--- src/rtl/energy_channel_scaler.sv ---
// energy_channel_scaler: per-channel gain scaler with valid/ready output and framed energy reports.
// Optional saturating accumulation with overflow flag when SATURATE_EN is defined.
module energy_channel_scaler #(
  parameter int DATA_W = 8,
  parameter int CHANNELS = 4,
  parameter int GAIN = 2,
  parameter int ACC_W = 16,
  parameter int FRAME = 16,
  localparam int CH_W = $clog2(CHANNELS),
  localparam int OW = DATA_W + 4,
  localparam int CW = $clog2(FRAME)
) (
  input  logic              clk,
  input  logic              rst,
  input  logic              in_valid,
  output logic              in_ready,
  input  logic [CH_W-1:0]   in_ch,
  input  logic [DATA_W-1:0] in_data,
  output logic              out_valid,
  input  logic              out_ready,
  output logic [CH_W-1:0]   out_ch,
  output logic [OW-1:0]     out_data,
  output logic              e_valid,
  output logic [CH_W-1:0]   e_ch,
  output logic [ACC_W-1:0]  e_sum,
  output logic              e_ovf,
  output logic              bad_ch
);
  logic [ACC_W-1:0] acc [CHANNELS];
  logic [CW-1:0]    cnt [CHANNELS];
  logic             accept, ch_ok, hit, last;
  logic [OW-1:0]    s;
  logic [ACC_W:0]   nxt;
  logic [ACC_W-1:0] acc_v;
  assign in_ready = !out_valid || out_ready;
  assign accept = in_valid && in_ready;
  assign ch_ok = int'(in_ch) < CHANNELS;
  assign hit = accept && ch_ok;
  assign s = OW'(in_data) * OW'(GAIN);
  assign nxt = {1'b0, acc[in_ch]} + (ACC_W+1)'(s);
  assign last = cnt[in_ch] == CW'(FRAME - 1);
`ifdef SATURATE_EN
  logic ovf [CHANNELS];
  logic sat;
  assign sat = nxt[ACC_W];
  assign acc_v = sat ? '1 : nxt[ACC_W-1:0];
  // ovf is sticky within a frame and cleared on the report edge
  always_ff @(posedge clk) begin
    if (rst) begin
      e_ovf <= 1'b0;
      for (int i = 0; i < CHANNELS; i++) ovf[i] <= 1'b0;
    end else begin
      e_ovf <= hit && last && (ovf[in_ch] || sat);
      if (hit) ovf[in_ch] <= !last && (ovf[in_ch] || sat);
    end
  end
`else
  logic unused_carry;
  assign unused_carry = nxt[ACC_W];
  assign acc_v = nxt[ACC_W-1:0];
  assign e_ovf = 1'b0;
`endif
  always_ff @(posedge clk) begin
    if (rst) begin
      out_valid <= 1'b0;
      out_ch <= '0;
      out_data <= '0;
      e_valid <= 1'b0;
      e_ch <= '0;
      e_sum <= '0;
      bad_ch <= 1'b0;
      for (int i = 0; i < CHANNELS; i++) begin
        acc[i] <= '0;
        cnt[i] <= '0;
      end
    end else begin
      bad_ch <= accept && !ch_ok;
      e_valid <= hit && last;
      if (hit) begin
        out_valid <= 1'b1;
        out_ch <= in_ch;
        out_data <= s;
      end else if (out_ready) out_valid <= 1'b0;
      if (hit && last) begin
        e_ch <= in_ch;
        e_sum <= acc_v;
        acc[in_ch] <= '0;
        cnt[in_ch] <= '0;
      end else if (hit) begin
        acc[in_ch] <= acc_v;
        cnt[in_ch] <= cnt[in_ch] + 1'b1;
      end
    end
  end
endmodule

--- config.mk ---
export PLATFORM = sky130hd
export DESIGN_NAME = energy_channel_scaler
export DESIGN_NICKNAME = d
export VERILOG_FILES = /design/src/rtl/energy_channel_scaler.sv
export SDC_FILE = /design/constraint.sdc
export NUM_CORES = 1
export LEC_CHECK = 0
export ABC_AREA = 1
export ABC_CLOCK_PERIOD_IN_PS = 6250
export CAP_MARGIN = 20
export CORE_MARGIN = 5
export CORE_UTILIZATION = 40
export DETAILED_ROUTE_END_ITERATION = 12
export SYNTH_ARGS = -nofsm -noshare
export SYNTH_HDL_FRONTEND = slang
export SYNTH_SLANG_ARGS = --single-unit
--- constraint.sdc ---
create_clock -name clk -period 6.25 [get_ports clk]
set_input_delay 1.5625 -clock clk [delete_from_list [all_inputs] [get_ports clk]]
set_output_delay 1.5625 -clock clk [all_outputs]
set_load 0.02 [all_outputs]
### Yosys cells after proc, flatten, opt, wreduce, memory -nomap -nowiden

Memory sizes are Yosys's and may differ from the RTL's.
Cells that the tools add are included.

| word-level totals | value |
|---|---|
| memory bits (writable) | 80 |
| bits of input ports | 14 |
| memories | 2 |
| logic and storage cells | 39 |
| flip-flop bits (word level) | 30 |
| output and inout port bits | 37 |

Memories:

| name | words | bits a word | read ports | clocked after memory_dff | wr ports | RTL line | text |
|---|---|---|---|---|---|---|---|
| acc | 4 | 16 | 1 | 0 | 4 | 29 | `logic [ACC_W-1:0] acc [CHANNELS];` |
| cnt | 4 | 4 | 1 | 0 | 4 | 30 | `logic [CW-1:0] cnt [CHANNELS];` |

| cells by class | value |
|---|---|
| muxes and demuxes | 19 |
| reduce and logical (&&, ||, !) cells | 7 |
| bitwise logic cells | 2 |
| equality and inequality tests | 1 |
| add/sub/neg operators | 2 |

Operator list:

| cell | number |
|---|---|
| 16-bit two-way mux | 2 |
| 16-bit by 9-bit adder with 16-bit output | 1 |
| 16-bit OR reduction | 1 |
| 1-bit two-way mux | 13 |
| 4-bit two-way mux | 2 |
| 4-bit by 1-bit adder with 4-bit output (second input constant) | 1 |
| 4-bit == test (second input constant) | 1 |
| 2-bit two-way mux | 2 |
| 4-bit OR reduction | 1 |
| 1-bit logical AND | 2 |
| 1-bit bitwise OR | 2 |
| 2-bit nonzero test | 1 |
| 1-bit zero test | 1 |
| 1-bit logical OR | 1 |

### Depth between registers and ports, before layout

| logic depth | value |
|---|---|
| depth in word-level cells | 10 |
| gate-level depth with buffers | 22 |
| gate-level depth less buffers | 18 |

### Worst setup path after synthesis

No wires, ideal clock.

| timing path | value |
|---|---|
| kind | in2reg |
| start point | input in_ch[0] |
| end point | memory acc[1][15] (data pin) |
| data arrival time | 3.907 ns |
| path buffers | 4 |
| setup time | 0.266 ns |
| stages on the path | 22 |
| path slack | 2.077 ns |
| required time | 5.984 ns |
| path through | buf_6 > inv_6 > buf_6 > buf_2 > clkbuf_1 > o21ai_0 > o22ai_1 > ha_1 > inv_1 > fa_1 > inv_1 > nand3_1 > nand2_1 > nand2_1 > nand2_1 > nand3_2 > nand2_2 > nand2_1 > nand2_1 > nand2_1 > nand2_2 > nor2_1 |

RTL lines:

| item | RTL line | text |
|---|---|---|
| from (decl) | 17 | `input logic [CH_W-1:0] in_ch,` |
| to (decl) | 29 |  |

==> metrics.md <==
| Metric | Value |
|---|---|
| Routed WL | 13.6 mm |
| Initial core utilization | 40.7% |
| Initial antenna violation count | 0 |
| HPWL after detailed placement | 9.40 mm |
| CP max stage delay | 0.79 ns |
| Cell Pwr Density | 270 nW/µm² |
| Total leakage power | 2.60 nW |
| Slowest-stage cell, CP | clkdlybuf4s50_1 |
| First-pass GRT wire length | 21.3 mm |
| Worst path buffer plus inverter count | 4 |
| Area growth syn-to-layout | 16.8% |
| Final hold violation count | 0 |
| Yosys reg bits | 110 |
| Min Tclk post-route | 4.47 ns |
| Nets@finish | 664 |
| Seq/Total Area, Yosys | 55.7% |
| Detailed-route DRC error count | 0 |
| Cell mode on critical path | nand2_1 |
| Top FF cell, synth | edfxtp_1 |
| CTS tree | yes |
| Switching share of power | 25.9% |
| Clk pwr share | 36.8% |
| Setup crit end kind | flip-flop |
| Synth warnings | 0 |
| Tcrit/Tclk final | 71.5% |
| I/O pin count | 51 |
| Layout cell share with drive strength beyond 1 | 11.8% |
| Crit-path cells | clkdlybuf4s50_1 -> buf_4 -> o21ai_0 -> o22ai_1 -> ha_1 -> inv_1 -> fa_1 -> inv_1 -> nand3_1 -> nand2_1 -> nand2_1 -> nand2_1 -> nand3_2 -> nand2_2 -> nand2_1 -> nand2_1 -> nand2_1 -> nand2_2 -> nor2_1 |
| Mapped Cells | 598 |
| Worst hold path class | flip-flop to flip-flop |
| CTS Buffer Depth | 2 |
| Die Ht | 126 µm |
| CTS buffer count | 9 |
| GPL Wtd Cong | 0.916 |
| Setup fix buffers added after clock tree synthesis | 0 |
| Drt first-iter violations | 358 |
| Most frequent cells in the layout | 133 x nor2_1, 104 x nand2_1, 80 x edfxtp_1 |
| Yosys cell types | 34 |
| DIE AREA | 15,900 µm² |
| Vias | 4,026 |
| Crit path required time | 6.35 ns |
| Sequential share of power | 48.8% |
| Mapped Area | 5390 µm² |
| Internal Power | 1.26 mW |
| Post_cts resized | 0 |
| Slew headroom | 56.9% |
| CTS sink cnt | 110 |
| # hold bufs at CTS | 0 |
| Clock Latency Late Sink | 0.36 ns |
| Max Cap Viol | 0 |
| Final Power | 1.70 mW |
| Fmax | 0.224 GHz |
| Placed Instances | 805 |
| Pin count of the biggest net entering global routing | 41 |
| Drt via density | 4.90 |
| Die width | 126 µm |
| Global Route Usage Sum | 17.4% |
| Core area | 13,200 µm² |
| Max IR drop VDD | 0.132 mV |
| Clock skew | 0.00539 ns |
| Kind of critical path | input pin to flip-flop |
| Routed Antenna Nets | 0 |
| Mean post-synth cell area | 9.01 µm² |
| CP Max Fanout | 13 |
| Row cnt | 42 |
| IO Port Bufs | 44 |
| Congestion Overflow GR | 0 |
| H-tree depth | 3 |
| Critical Path AT | 4.57 ns |
| CP Launch Type | input pin |
| Largest delay share family, worst path | buffers and inverters |
| Number of global-route vias before repair | 3,916 |
| Least-Margin Pin Slew | 0.646 ns |
| Final setup violation count | 0 |
| Clock transition at path regs | 0.07 ns |
| Setup TNS | 0 ns |
| Root Driver | clkbuf_16 |
| DRT Pass-1 Iters | 4 |
| Status | complete, no violations |
| Slew Limit Fails | 0 |
| Final non-filler cell total | 821 |
| EDFF count, synth | 80 |
| Per-cell routed wire length | 16.6 µm |
| ANT cells | 0 |
| Psw | 0.439 mW |
| Logic pwr share | 14.4% |
| RSZ-0062 raised after global routing | false |
| Most common cell after layout, fill and taps aside | nor2_1 |
| Fraction of registers with async set/reset | 0% |
==> per-layer routing <==
metal / wire length, µm / global-route usage [%] / vias up / part of all wire [%]
met5: 0 / 0 / - / 0
met4: 252 / 4.92 / 0 / 1.8
met3: 509 / 3.47 / 14 / 3.7
met2: 6970 / 30.0 / 80 / 51
met1: 5890 / 22.4 / 1922 / 43
li1: - / - / 2010 / -
==> final cells by class <==
class	count	area (µm²)
fill	1287	6950
inverter	64	248
multi-input combinational	396	1940
clock buffer	10	239
tap	176	220
clock inverter	6	85.1
timing repair buffer	59	553
sequential	110	3000
==> synthesized netlist by cell type, types with 2 or more instances <==
master      n  area share [%]
nor2_1    133             9.3
nand2_1   104             7.2
edfxtp_1   80              45
inv_1      57             4.0
o21ai_0    42             3.9
dfxtp_1    30              11
a21oi_1    19             1.8
nand3_1    19             1.8
clkbuf_1   12            0.84
nand2_2    11             1.3
buf_4      10             1.4
nand3_2    10             1.9
ha_1        9             2.1
nor2_2      8            0.93
o22ai_1     8            0.93
buf_2       5            0.46
buf_6       5             1.0
inv_2       5            0.35
xnor2_1     5            0.81
o21ai_1     4            0.37
nand2_4     3            0.63
a32oi_1     2            0.33
nand3b_1    2            0.28
nor2_4      2            0.42
o22ai_2     2            0.46
or2_1       2            0.23
xor2_1      2            0.33
==> per-stage QoR <==
step                      hold slack (ns)  setup slack (ns)  area (µm²)  util [%]
final                               0.479              1.78        6290      47.5
after global routing                0.511              1.53        6290      47.5
after CTS                           0.479              1.79        6290      47.5
after detailed placement            0.467              1.48        5970      45.1
after global placement              0.464              1.52        5970      45.1
after floorplan                     0.544              2.08        5410         -
==> worst paths after layout <==
path                               to                    from  slack (ns)  depth (start not counted)
min reg2reg    out_ch[0]$_SDFFE_PP0P_  out_ch[0]$_SDFFE_PP0P_        0.48                          2
max          acc[1][15]$_SDFFCE_PN0P_                in_ch[0]        1.78                         19
min            out_ch[0]$_SDFFE_PP0P_  out_ch[0]$_SDFFE_PP0P_        0.48                          2
max reg2reg  acc[0][13]$_SDFFCE_PN0P_  out_valid$_SDFFE_PP0P_        3.63                          8
==> tightest hold or removal path: stages, from the launching register on <==
cell     delay, ns
dfxtp_1       0.32
nand2_1       0.06
a21oi_1       0.06
==> power by group through the flow <==
stage                     combinational, mW  sequential (mW)  clock (mW)
after floorplan                       0.160            0.853           0
after CTS                             0.246            0.830       0.632
after global placement                0.241            0.845           0
final                                 0.244            0.830       0.625
after global routing                  0.269            0.833       0.662
after detailed placement              0.244            0.847           0
==> state kept, by name, summed over array words and instances, names as in the netlist <==
| name | flops |
|---|---|
| out_ch | 2 |
| out_valid | 1 |
| e_valid | 1 |
| acc | 64 |
| cnt | 16 |
| out_data | 8 |
| e_sum | 16 |
| e_ch | 2 |
==> cells by family (layout without fill, tap and decap cells) <==
family	after synthesis	after routing	synth area share (%)
buffers and inverters	97	139	8.61
AOI/OAI and AO/OA	78	78	7.92
xor gates and xnor gates	7	7	1.14
adders and majority gates	10	10	2.46
other	1	6	0.0696
and+or+nand+nor	295	295	24.1
DFF	110	110	55.7
Power figures use the tool's default switching activity.
